`src/rtl/boton_pulsos.sv`:
```
// Front-panel button conditioner: per-channel debounce, then one-cycle press pulses.
// btup/btdown add hold-to-repeat and are silenced while both are held.
module boton_pulsos #(
    parameter int unsigned DEB_CYCLES    = 500000,
    parameter int unsigned REPEAT_DELAY  = 50000000,
    parameter int unsigned REPEAT_PERIOD = 10000000,
    parameter int unsigned CNT_W         = 27
) (
    input  logic clk,
    input  logic rst,
    input  logic cambiarfuncion,
    input  logic cambiarsalida,
    input  logic btup,
    input  logic btdown,
    output logic pcambiarfuncion,
    output logic pcambiarsalida,
    output logic pbtup,
    output logic pbtdown
);

    localparam logic [CNT_W-1:0] DEB_LAST    = CNT_W'(DEB_CYCLES - 1);
    localparam logic [CNT_W-1:0] DELAY_LAST  = CNT_W'(REPEAT_DELAY - 1);
    localparam logic [CNT_W-1:0] PERIOD_LAST = CNT_W'(REPEAT_PERIOD - 1);

    typedef enum logic [1:0] {StIdle, StDelay, StRepeat} rep_state_e;

    // Channel order: 0 cambiarfuncion, 1 cambiarsalida, 2 btup, 3 btdown
    logic [3:0]       raw;
    logic [3:0]       st_q, st_d, rise;
    logic [CNT_W-1:0] cnt_q [4];
    logic [CNT_W-1:0] cnt_d [4];

    assign raw = {btdown, btup, cambiarsalida, cambiarfuncion};

    always_comb begin
        for (int i = 0; i < 4; i++) begin
            st_d[i]  = st_q[i];
            cnt_d[i] = '0;
            if (raw[i] != st_q[i]) begin
                if (cnt_q[i] == DEB_LAST) begin
                    st_d[i] = raw[i];
                end else begin
                    cnt_d[i] = cnt_q[i] + CNT_W'(1);
                end
            end
        end
    end

    // Rise is taken from the next debounced state so the pulse lands with the transition
    assign rise = st_d & ~st_q;

    always_ff @(posedge clk) begin
        if (rst) begin
            st_q            <= '0;
            pcambiarfuncion <= 1'b0;
            pcambiarsalida  <= 1'b0;
            for (int i = 0; i < 4; i++) begin
                cnt_q[i] <= '0;
            end
        end else begin
            st_q            <= st_d;
            pcambiarfuncion <= rise[0];
            pcambiarsalida  <= rise[1];
            for (int i = 0; i < 4; i++) begin
                cnt_q[i] <= cnt_d[i];
            end
        end
    end

    logic [1:0]       rep_st, rep_rise, prep_q;
    logic             both_held;
    rep_state_e       state_q [2];
    logic [CNT_W-1:0] tmr_q [2];

    assign rep_st    = st_d[3:2];
    assign rep_rise  = rise[3:2];
    assign both_held = rep_st[0] & rep_st[1];

    // Repeat FSMs for btup (0) and btdown (1); both held forces idle until a fresh press
    always_ff @(posedge clk) begin
        for (int i = 0; i < 2; i++) begin
            if (rst) begin
                state_q[i] <= StIdle;
                tmr_q[i]   <= '0;
                prep_q[i]  <= 1'b0;
            end else begin
                prep_q[i] <= 1'b0;
                if (both_held) begin
                    state_q[i] <= StIdle;
                    tmr_q[i]   <= '0;
                end else begin
                    case (state_q[i])
                        StIdle: begin
                            if (rep_rise[i]) begin
                                prep_q[i]  <= 1'b1;
                                state_q[i] <= StDelay;
                                tmr_q[i]   <= '0;
                            end
                        end
                        StDelay: begin
                            if (!rep_st[i]) begin
                                state_q[i] <= StIdle;
                            end else if (tmr_q[i] == DELAY_LAST) begin
                                prep_q[i]  <= 1'b1;
                                state_q[i] <= StRepeat;
                                tmr_q[i]   <= '0;
                            end else begin
                                tmr_q[i] <= tmr_q[i] + CNT_W'(1);
                            end
                        end
                        StRepeat: begin
                            if (!rep_st[i]) begin
                                state_q[i] <= StIdle;
                            end else if (tmr_q[i] == PERIOD_LAST) begin
                                prep_q[i] <= 1'b1;
                                tmr_q[i]  <= '0;
                            end else begin
                                tmr_q[i] <= tmr_q[i] + CNT_W'(1);
                            end
                        end
                        default: state_q[i] <= StIdle;
                    endcase
                end
            end
        end
    end

    assign pbtup   = prep_q[0];
    assign pbtdown = prep_q[1];

endmodule
```
`config.mk`:
```
export PLATFORM = sky130hd
export DESIGN_NAME = boton_pulsos
export DESIGN_NICKNAME = d
export VERILOG_FILES = /design/src/rtl/boton_pulsos.sv
export SDC_FILE = /design/constraint.sdc
export NUM_CORES = 1
export LEC_CHECK = 0
export CAP_MARGIN = 20
export CORE_AREA = 2 2 157 159
export DETAILED_ROUTE_END_ITERATION = 7
export DIE_AREA = 0 0 159 161
export GPL_ROUTABILITY_DRIVEN = 0
export SYNTH_ARGS = -nofsm -noshare
export SYNTH_HDL_FRONTEND = slang
export SYNTH_SLANG_ARGS = --single-unit
```
`constraint.sdc`:
```
create_clock -name clk -period 8.5 [get_ports clk]
set_input_delay 1.275 -clock clk [delete_from_list [all_inputs] [get_ports clk]]
set_output_delay 1.275 -clock clk [all_outputs]
set_load 0.01 [all_outputs]
```
## Word-level counts from Yosys, hierarchy flattened

Memory sizes are Yosys's and may differ from the RTL's.
Index checks and enable logic that the tools add are counted.

- Output and inout port bits: 4
- Bits in registers: 8
- Input bits: 6
- Word-level logic and storage cells: 201
- Memories: 3
- Memory bits (writable): 166

Memories:

| name | depth | width | rd ports | clocked after memory_dff | write ports | line | RTL |
|---|---|---|---|---|---|---|---|
| cnt_q | 4 | 27 | 4 | 0 | 4 | 30 | `logic [CNT_W-1:0] cnt_q [4];` |
| tmr_q | 2 | 27 | 2 | 0 | 2 | 73 | `logic [CNT_W-1:0] tmr_q [2];` |
| state_q | 2 | 2 | 2 | 0 | 2 | 72 | `rep_state_e state_q [2];` |

- Reductions and logical operators: 5
- Multiplexer cells: 136
- Equality and inequality tests: 16
- $add $sub $neg: 6
- Bitwise operators: 31

Operators with widths:

| operator | number |
|---|---|
| 27-bit two-way mux | 24 |
| 27-bit by 1-bit adder with 27-bit output, second input constant | 6 |
| 27-bit by 19-bit equality test with 1-bit output, second input constant | 4 |
| 1-bit two-way mux | 98 |
| 27-bit by 24-bit equality test with 1-bit output, second input constant | 2 |
| 27-bit by 26-bit equality test with 1-bit output, second input constant | 2 |
| 1-bit bitwise OR | 28 |
| 2-bit two-way mux | 12 |
| 1-bit case mux with 3 select lines | 2 |
| 3-bit OR reduction | 2 |
| 4-bit AND | 1 |
| 2-bit by 1-bit equality test with 1-bit output, second input constant | 2 |
| 2-bit equality test, second input constant | 2 |
| 2-bit logical NOT | 2 |
| 1-bit != test | 4 |
| 4-bit NOT | 1 |
| 2-bit OR reduction | 1 |
| 1-bit AND | 1 |

## Depth between registers and ports, before layout

- Depth after elaboration: 14
- Depth in mapped cells: 9
- Gate-level depth less buffers: 7

## Worst setup path before layout

OpenSTA, ideal clock, no wires.

- Path kind: register -> register
- From: memory cnt_q[2][22]
- To: memory tmr_q[1][0] (enable)
- Buffers on the path: 0
- Slack: 5.043 ns
- Stages on the path, launching flop included: 6
- Clock period less this slack: 3.457 ns
- Data required time: 8.083 ns
- Setup time: 0.417 ns
- Data arrival time: 3.040 ns
- Cell sequence: dfxtp_1 > or4_4 > nor4_1 > a21o_1 > a21oi_1 > o21bai_1

RTL lines:

| element | line |
|---|---|
| start, declared | 30 |
| end, declared | 73 |

==> results.cfg <==
[routing]
drc = 0
dr.pass1.iters = 4
antenna_left = 0
vias = 5983
routed_wl_mm = 14.91
wire_per_inst_um = 12.05
first_iter_violations = 285
viasPerCell = 4.837

[power]
p_leak_uw = 0.002960
vdd_drop_max_mv = 0.1392
cellPowerDensity_nw_per_um2 = 184.7

[grt]
grt-ovfl-total = 0
met3_usage_pct = 2.851
grtUsageMet1_pct = 16.08
grt_pass1_vias = 5507
track_usage_pct = 12.12
antenna_found_initial = 0
grt_max_degree = 28
top_usage_layer = met2
grt.met2_usage_pct = 19.29
grt_pass1_wl_mm = 25.92

[synthesis]
async_reset_ff_share_pct = 0
ys_seq_area_share_pct = 49.12
synth_top_area_cell = dfxtp_1
synth_area_um2 = 8273
yosysWarnings = 0
synth_cells = 894
ys_ff_latch = 174
avgSynthCellArea_um2 = 9.254
ys_types = 45
synth_area_leaders = dfxtp_1 28%, edfxtp_1 21%, xor2_1 9.1%
synth_edf_count = 58
dominantRegCellSynth = dfxtp_1
syn_nets = 906
yosysTopAreaCellShare_pct = 28.07

[clock_network]
clockBufferDepth = 2
clock_sinks = 174
cts_made_buffers = 17
insertion_delay_ns = 0.43
path_clk_slew_ns = 0.06
cts_setup_buffers = 0
clockRootBuffer = clkbuf_16
holdBufCountCts = 0
ctsResizeCount = 0
h-tree-depth = 4
tritoncts = yes

[die]
die_h_um = 161
coreArea_um2 = 23960
die_area_um2 = 25600
ios = 10
start_util_pct = 34.52
rows = 57
fp.dieW_um = 159

[cells_and_area]
num_antenna_cells = 0
instances_no_fill = 1237
drive_gt1_share_pct = 4.381
fin_area_um2 = 9251
fin_util_pct = 38.61
syn2layout_area_growth_pct = 11.83
nNetsFinal = 913

[critical_path]
crit_fanout = 27
crit_path_start_kind = primary input
max_stage_delay_ns = 0.98
arrival_ns = 3.73
crit_path_frequent_cell = nor2_1
worstPathRequired_ns = 8.77
crit_type = in2reg
slowest_stage = or4b_1
end_kind = flop
cp_cell_sequence = clkdlybuf4s50_1 > nor2_1 > mux2_2 > or4b_1 > nor2_1

[timing]
max_clock_freq_mhz = 289.2
finalCritPeriodShare_pct = 40.68
rsz0062_at_grt = false
relSlewSlack_pct = 30.99
setup_viol = 0
fin_setup_tns_ns = 0
final-hold-violation-count = 0
finClkSkew_ns = 0.009266
worst_pin_slew_ns = 1.032
fin_crit_ns = 3.458
maxSlewViolCount = 0

[run_status]
status = complete, no violations

[placement]
placed_cell_area_um2 = 8686
place_inst = 1206
port_buffers = 9
hpwl_mm = 9.955

[job]
cap_viol_max_count = 0

[worst_hold_path]
hp-class = reg2reg
## worst max-delay path: cells and delay by family
| kind | cells | cell delay (ns) |
|---|---|---|
| and+or+nand+nor | 3 | 1.29 |
| muxes | 1 | 0.33 |
| buffers and inverters | 1 | 0.83 |
## sequential cells by signal, indices dropped and copies added, names as in the netlist
name	flops
cnt_q	108
pcambiarfuncion	1
pcambiarsalida	1
prep_q	2
st_q	4
state_q	4
tmr_q	54
## placed cells by master, fill, tap and decap left out, drive strengths merged, types with 6 or more instances in the layout
cell           netlist  final
clkinv               0      6
xnor2               60     60
xor2                86     86
nor2               198    198
and4                18     18
nand4               35     35
inv                 14     16
nor4b               11     11
nor3                15     15
edfxtp              58     58
nor4                18     18
and3                28     28
clkbuf              20     19
ha                   6      6
a21oi               13     13
nand2               66     66
nand3               66     66
dfxtp              116    116
o21ai                9      9
clkdlybuf4s50        0      9
or3                 13     13
## Yosys cell counts, types with 2 or more instances
cell and n:
a21oi_1 13, and3_1 28, and4_1 18, buf_6 3
clkbuf_1 20, dfxtp_1 116, edfxtp_1 58, ha_1 6
inv_1 14, mux2_2 2, mux2i_1 4, nand2_1 66
nand2b_1 4, nand3_1 66, nand4_1 35, nor2_1 198
nor2b_1 4, nor3_1 15, nor3b_1 3, nor4_1 18
nor4b_1 11, nor4bb_1 4, o21ai_0 9, o21bai_1 2
or3_1 13, xnor2_1 60, xor2_1 86
## metal layers
layer  up-vias  routed length, µm
li1       3117                  -
met1      2793               7660
met2        54               6654
met3        19                349
met4         0                243
met5         -                  0
## stage by stage
step	total power, µW	hold slack [ns]	setup WS, ns
after floorplan	959.6	0.4175	5.043
after global placement	976.4	0.4278	4.627
after detailed placement	977.0	0.4421	4.533
after CTS	1730	0.4610	4.993
after global routing	1777	0.4711	4.813
final	1709	0.4502	5.042
## area by class of cell
| class | count | area, µm² |
|---|---|---|
| Multi-Input combinational cell | 682 | 4051 |
| Clock inverter | 12 | 111.4 |
| Inverter | 14 | 52.55 |
| Timing Repair Buffer | 12 | 112.6 |
| Fill cell | 2444 | 14710 |
| Clock buffer | 19 | 454.2 |
| Tap cell | 324 | 405.4 |
| Sequential cell | 174 | 4064 |
## where the power goes
group	internal, µW	switching [µW]
Combinational	23.5	35.1
Sequential	878	21.5
Clock	420	331
## path summary, 6_finish.rpt
kind                     startpoint                         to  slack, ns  cells after the start
max reg2reg  cnt_q[2][5]$_SDFF_PP0_     tmr_q[0][17]$_DFFE_PP_       5.24                      6
min          cnt_q[3][0]$_SDFF_PP0_     cnt_q[3][0]$_SDFF_PP0_       0.45                      1
min reg2reg  cnt_q[3][0]$_SDFF_PP0_     cnt_q[3][0]$_SDFF_PP0_       0.45                      1
max                             rst  tmr_q[1][8]$_SDFFCE_PN0P_       5.04                      5
## cells by family after synthesis
kind of cell               Yosys count  synth area share, %
and+or+nand+nor                    492                29.39
DFF                                174                49.12
xor gates and xnor gates           146                15.46
buffers and inverters               38                1.996
AOI/OAI and AO/OA                   32                2.374
muxes                                6               0.7562
adders and majority gates            6               0.9074
Note: power is estimated with default switching activity, not from simulation.
